**src/rtl/cmd_router.sv**
```systemverilog
// cmd_router: per-node command router for the daisy-chained control bus.
//
// Each accepted command is classified against this node's device ID and is
// delivered to the local decoders (cmdl_*), forwarded downstream through a
// FIFO (cmdt_*), or both. Broadcast commands with mod==0 and addr==0 assign the
// device ID (enumeration). A watchdog drops the FIFO head when downstream
// stalls for TMO_US microsecond ticks.
//
// Ports:
//   clk_sys, rst_n         clock, synchronous active-low reset
//   pluse_us               1-cycle tick every microsecond
//   cmdr_*                 receive command + valid/ready handshake
//   cmdt_*                 transmit command (FIFO head) + valid/ready handshake
//   cmdl_*                 local command strobe (1 cycle, no back-pressure)
//   dev_id, id_valid       assigned device ID and assigned flag
//   drop_cnt, tmo_pulse    watchdog drop counter (saturating) and drop pulse
module cmd_router #(
    parameter int              DW         = 8,
    parameter int              FIFO_DEPTH = 4,
    parameter logic [DW-1:0]   BCAST_ID   = {DW{1'b1}},
    parameter int              ID_INC     = 1,
    parameter int              TMO_US     = 1000
) (
    input  logic          clk_sys,
    input  logic          rst_n,
    input  logic          pluse_us,
    input  logic [DW-1:0] cmdr_dev,
    input  logic [DW-1:0] cmdr_mod,
    input  logic [DW-1:0] cmdr_addr,
    input  logic [DW-1:0] cmdr_data,
    input  logic          cmdr_vld,
    output logic          cmdr_rdy,
    output logic [DW-1:0] cmdt_dev,
    output logic [DW-1:0] cmdt_mod,
    output logic [DW-1:0] cmdt_addr,
    output logic [DW-1:0] cmdt_data,
    output logic          cmdt_vld,
    input  logic          cmdt_rdy,
    output logic [DW-1:0] cmdl_dev,
    output logic [DW-1:0] cmdl_mod,
    output logic [DW-1:0] cmdl_addr,
    output logic [DW-1:0] cmdl_data,
    output logic          cmdl_vld,
    output logic [DW-1:0] dev_id,
    output logic          id_valid,
    output logic [15:0]   drop_cnt,
    output logic          tmo_pulse
);
    localparam int              AW       = $clog2(FIFO_DEPTH);
    localparam logic [DW-1:0]   INC      = DW'(ID_INC);
    localparam logic [AW:0]     FULL_CNT = (AW+1)'(FIFO_DEPTH);
    localparam logic [15:0]     TMO_LAST = 16'(TMO_US - 1);

    typedef enum logic [1:0] {WD_IDLE, WD_STALL, WD_DROP} wd_state_t;

    logic [4*DW-1:0] r_mem [FIFO_DEPTH];
    logic [AW-1:0]   r_rd_ptr;
    logic [AW-1:0]   r_wr_ptr;
    logic [AW:0]     r_count;
    wd_state_t       r_wd_state;
    logic [15:0]     r_ticks;
    logic [15:0]     r_drop_cnt;
    logic            r_tmo_pulse;
    logic [DW-1:0]   r_dev_id;
    logic            r_id_valid;
    logic [4*DW-1:0] r_cmdl;
    logic            r_cmdl_vld;

    logic            w_full;
    logic            w_empty;
    logic            w_accept;
    logic            w_bcast;
    logic            w_local;
    logic            w_setid;
    logic            w_push;
    logic            w_pop;
    logic            w_drop;
    logic [DW-1:0]   w_data_fwd;
    logic [4*DW-1:0] w_head;

    assign w_full   = (r_count == FULL_CNT);
    assign w_empty  = (r_count == '0);
    assign cmdr_rdy = rst_n & ~w_full;
    assign w_accept = cmdr_vld & cmdr_rdy;

    // A node whose ID wrapped to BCAST_ID has no unicast address: the
    // ~w_bcast term keeps such traffic on the broadcast path.
    assign w_bcast    = (cmdr_dev == BCAST_ID);
    assign w_local    = r_id_valid & ~w_bcast & (cmdr_dev == r_dev_id);
    assign w_setid    = w_bcast & (cmdr_mod == '0) & (cmdr_addr == '0);
    assign w_data_fwd = w_setid ? cmdr_data + INC : cmdr_data;

    assign w_push = w_accept & ~w_local;
    // The DROP state discards the head exactly like a downstream pop; if the
    // downstream also takes it that cycle it is still only one pop.
    assign w_drop = (r_wd_state == WD_DROP);
    assign w_pop  = ~w_empty & (cmdt_rdy | w_drop);

    // Head is gated so the transmit bus reads zero when nothing is queued.
    assign w_head   = w_empty ? '0 : r_mem[r_rd_ptr];
    assign cmdt_vld = ~w_empty;
    assign {cmdt_dev, cmdt_mod, cmdt_addr, cmdt_data} = w_head;

    assign {cmdl_dev, cmdl_mod, cmdl_addr, cmdl_data} = r_cmdl;
    assign cmdl_vld  = r_cmdl_vld;
    assign dev_id    = r_dev_id;
    assign id_valid  = r_id_valid;
    assign drop_cnt  = r_drop_cnt;
    assign tmo_pulse = r_tmo_pulse;

    always_ff @(posedge clk_sys) begin
        if (w_push) r_mem[r_wr_ptr] <= {cmdr_dev, cmdr_mod, cmdr_addr, w_data_fwd};
    end

    always_ff @(posedge clk_sys) begin
        if (!rst_n) begin
            r_rd_ptr <= '0;
            r_wr_ptr <= '0;
            r_count  <= '0;
        end else begin
            if (w_push) r_wr_ptr <= r_wr_ptr + 1'b1;
            if (w_pop)  r_rd_ptr <= r_rd_ptr + 1'b1;
            case ({w_push, w_pop})
                2'b10:   r_count <= r_count + 1'b1;
                2'b01:   r_count <= r_count - 1'b1;
                default: r_count <= r_count;
            endcase
        end
    end

    always_ff @(posedge clk_sys) begin
        if (!rst_n) begin
            r_cmdl     <= '0;
            r_cmdl_vld <= 1'b0;
            r_dev_id   <= '0;
            r_id_valid <= 1'b0;
        end else begin
            r_cmdl_vld <= w_accept & (w_bcast | w_local);
            if (w_accept & (w_bcast | w_local))
                r_cmdl <= {cmdr_dev, cmdr_mod, cmdr_addr, cmdr_data};
            if (w_accept & w_setid) begin
                r_dev_id   <= cmdr_data + INC;
                r_id_valid <= 1'b1;
            end
        end
    end

    // Watchdog: counts ticks only while the head is blocked; any pop or an
    // empty FIFO returns to IDLE. tmo_pulse and drop_cnt update on entry to
    // DROP so they line up with the cycle in which the head is discarded.
    always_ff @(posedge clk_sys) begin
        if (!rst_n) begin
            r_wd_state  <= WD_IDLE;
            r_ticks     <= '0;
            r_tmo_pulse <= 1'b0;
            r_drop_cnt  <= '0;
        end else begin
            r_tmo_pulse <= 1'b0;
            case (r_wd_state)
                WD_IDLE: begin
                    r_ticks <= '0;
                    if (~w_empty & ~cmdt_rdy) r_wd_state <= WD_STALL;
                end
                WD_STALL: begin
                    if (w_empty | cmdt_rdy) begin
                        r_wd_state <= WD_IDLE;
                        r_ticks    <= '0;
                    end else if (pluse_us) begin
                        if (r_ticks == TMO_LAST) begin
                            r_wd_state  <= WD_DROP;
                            r_ticks     <= '0;
                            r_tmo_pulse <= 1'b1;
                            if (r_drop_cnt != 16'hFFFF) r_drop_cnt <= r_drop_cnt + 16'd1;
                        end else begin
                            r_ticks <= r_ticks + 16'd1;
                        end
                    end
                end
                WD_DROP: begin
                    r_wd_state <= WD_IDLE;
                    r_ticks    <= '0;
                end
                default: begin
                    r_wd_state <= WD_IDLE;
                    r_ticks    <= '0;
                end
            endcase
        end
    end
endmodule

```
**config.mk**
```make
export PLATFORM = sky130hd
export DESIGN_NAME = cmd_router
export DESIGN_NICKNAME = d
export VERILOG_FILES = /design/src/rtl/cmd_router.sv
export SDC_FILE = /design/constraint.sdc
export NUM_CORES = 1
export LEC_CHECK = 0
export ABC_AREA = 1
export CORE_MARGIN = 1.5
export CORE_UTILIZATION = 40
export CTS_CLUSTER_SIZE = 10
export DETAILED_ROUTE_END_ITERATION = 10
export GPL_TIMING_DRIVEN = 0
export HOLD_SLACK_MARGIN = 0.12
export SKIP_CTS_REPAIR_TIMING = 1
export SYNTH_ARGS = -nofsm -noshare
export SYNTH_HDL_FRONTEND = slang
export SYNTH_SLANG_ARGS = --single-unit
```
**constraint.sdc**
```tcl
create_clock -name clk_sys -period 3.4 [get_ports clk_sys]
set_clock_uncertainty 0.15 [all_clocks]
set_input_delay 0.34 -clock clk_sys [delete_from_list [all_inputs] [get_ports clk_sys]]
set_output_delay 0.34 -clock clk_sys [all_outputs]
set_load 0.01 [all_outputs]
```
==> impl_metrics.env <==
export IMPL_hold_viol_final=0
export IMPL_cap_violations=0
export IMPL_synth_warnings=0
export IMPL_irDropWorstVdd_v=0.000357
export IMPL_yosysUniqueCellTypes=38
export IMPL_leakage_uw=0.00428
export IMPL_drc=0
export IMPL_dieArea_sq_um=24800
export IMPL_crit_path_max_fanout=10
export IMPL_ys_async_sr_fraction_pct=0
export IMPL_die_h_microns=158
export IMPL_cts_tree="built"
export IMPL_synth_top_area_share_pct=40.2
export IMPL_status="finished, final reports clean"
export IMPL_grt_start_max_net_pins=24
export IMPL_num_rows=56
export IMPL_critPathArrivalTime_ns=2.75
export IMPL_synth_edf_count=128
export IMPL_area_growth_pct=26.5
export IMPL_slew_viol_final=0
export IMPL_finish_utilization_pct=51.5
export IMPL_grt_usage_pct=20.2
export IMPL_slew_headroom_pct=52.1
export IMPL_ant_nets=0
export IMPL_nets=1270
export IMPL_hold_class="reg2reg"
export IMPL_path_class="reg2out"
export IMPL_grt_pass1_vias=7271
export IMPL_ys_ff_latch=214
export IMPL_io_pins=130
export IMPL_min_period_ns=3.24
export IMPL_yosysSeqAreaShare_pct=58.2
export IMPL_synthCells=1064
export IMPL_antenna_found_initial=0
export IMPL_cts_root_buf="clkbuf_16"
export IMPL_worst_pin_slew_ns=0.716
export IMPL_crit_chain="buf_2 -> buf_1 -> nor2_1 -> nor2_1 -> o21ai_0 -> a21oi_1 -> clkdlybuf4s50_1"
export IMPL_p_per_area_nw_per_um2=580
export IMPL_cpMaxStageDelayCell="clkdlybuf4s50_1"
export IMPL_coreArea_sq_um=23500
export IMPL_rsz0062_at_grt="false"
export IMPL_vias=7657
export IMPL_cts_buffers=25
export IMPL_die_x_microns=158
export IMPL_gr_total_overflow=0
export IMPL_clock_sinks=214
export IMPL_layout_drive_gt1_share_pct=7.66
export IMPL_place_hpwl_microns=17700
export IMPL_hold_ws_ns=0.328
export IMPL_startpoint_type="flip-flop"
export IMPL_end_kind="output pin"
export IMPL_grt_pass1_wl_microns=38600
export IMPL_finalWirelength_microns=24700
export IMPL_power_uw=7010
export IMPL_synthesis_area_sq_um=9560
export IMPL_syn_avg_cell_area_sq_um=8.98
export IMPL_cpPeakStageDelay_ns=0.60
export IMPL_place_gp_congestion=0.872
export IMPL_fin_crit_sh_pct=95.2
export IMPL_cts_buffer_depth=3
export IMPL_port_buffers=128
export IMPL_fmax_ghz=0.309
export IMPL_synth_area_leader_cell="edfxtp_1"
export IMPL_crit_top_cell="nor2_1"
export IMPL_drtIter0Drc=547
export IMPL_cp_required_ns=2.91
export IMPL_yosys_top_cells_area="edfxtp_1 (40%), dfxtp_1 (18%), nor2_1 (9.5%)"
export IMPL_syn_nets=1110
export IMPL_setup_viol=0
export IMPL_detail_route_wl_per_cell_microns=15.9
export IMPL_synth_flop_cell="edfxtp_1"
export IMPL_insertion_delay_ns=0.52
export IMPL_drt_pass1_iterations=5
export IMPL_h_tree_depth=1
export IMPL_viasPerCell=4.91
export IMPL_clk_pin_slew_worst_paths_ns=0.05
export IMPL_ys_top_cells_by_count="nor2_1 (243), edfxtp_1 (128), nand2_1 (127), o21ai_0 (89)"
export IMPL_antenna_cells=0
export IMPL_yosysMostFrequentCell="nor2_1"
export IMPL_start_util_pct=40.7
==> sequential cells by signal, summed over array words and instances (netlist names), 2 cells and up, named ones only <==
signal,flops
r_cmdl,32
dev_id,8
r_mem,128
r_wd_state,2
r_ticks,16
r_wr_ptr,2
r_count,3
drop_cnt,16
r_rd_ptr,2
==> area by class of cell <==
type / count / area (sq um)
Buffer: 47 / 215
Clock buffer: 42 / 689
Clock inverter: 1 / 20.0
Fill cell: 2224 / 11400
Inverter: 91 / 342
Multi-Input combinational cell: 712 / 3470
Sequential cell: 214 / 5570
Tap cell: 319 / 399
Timing Repair Buffer: 133 / 1390
==> metal layers <==
layer  GRT usage [%]  routed length [microns]
met2            34.7                    11900
met1            25.5                    10600
met4            5.80                      608
met5               0                        0
met3            4.65                     1590
==> kinds of logic after synthesis <==
kind of cell	after synthesis	synth area share (%)
buffers and inverters	138	5.83
AO/OA/AOI/OAI	191	10.5
adder cells (fa/ha/maj)	9	1.26
XOR/XNOR	21	1.92
flip-flops	214	58.2
AND/OR/NAND/NOR	491	22.3
==> power by group <==
group | total (uW) | leakage, uW | switching (uW) | internal (uW)
Clock | 2380 | 0.000338 | 1010 | 1370
Sequential | 2880 | 0.00186 | 31.3 | 2840
Combinational | 1760 | 0.00209 | 1060 | 699
Total | 7010 | 0.00428 | 2090 | 4920
==> worst max-delay path: cells and delay by family, from the launching register on <==
kind | cells | cell delay, ns
and+or+nand+nor | 2 | 0.19
DFF | 1 | 0.32
buffers and inverters | 3 | 1.28
AOI/OAI and AO/OA | 2 | 0.41
==> worst paths after layout <==
check / from / endpoint / slack, ns / cells past startpoint
worst min-delay path: r_count[0] / r_count[0] / 0.33 / 1
worst max-delay path: flip-flop / cmdt_dev[0] / 0.16 / 7
worst min register to register: r_count[0] / r_count[0] / 0.33 / 1
worst max register to register: r_count[0] / r_count[2] / 0.65 / 13
==> stage by stage <==
| step | TNS, ns | cells | area, sq um | setup slack (ns) |
|---|---|---|---|---|
| 2_1_floorplan | 0 | 1064 | 9560 | 0.391 |
| 3_3_place_gp | -173.11 | 1511 | 11200 | -1.37 |
| 3_5_place_dp | 0 | 1515 | 11400 | 0.186 |
| 4_1_cts | 0 | 1558 | 12100 | 0.177 |
| 5_1_grt | 0 | 1559 | 12100 | 0.00485 |
| 6_report | 0 | 1559 | 12100 | 0.164 |
==> cells in the final DEF (no fill, tap or decap), drive strengths merged <==
master,instances
and2,1
xnor2,9
edfxtp,128
nor2,250
a21oi,97
fa,1
nor3b,1
nand2,140
or2,1
nor3,13
clkinv,2
nand3,67
inv,90
ha,8
dlygate4sd3,1
buf,27
clkdlybuf4s50,128
dfxtp,86
o21a,2
nand4,13
a31oi,1
nor4,3
o21ai,91
xor2,12
nand3b,2
clkbuf,66
No activity file was read; power rests on OpenSTA's default activity.
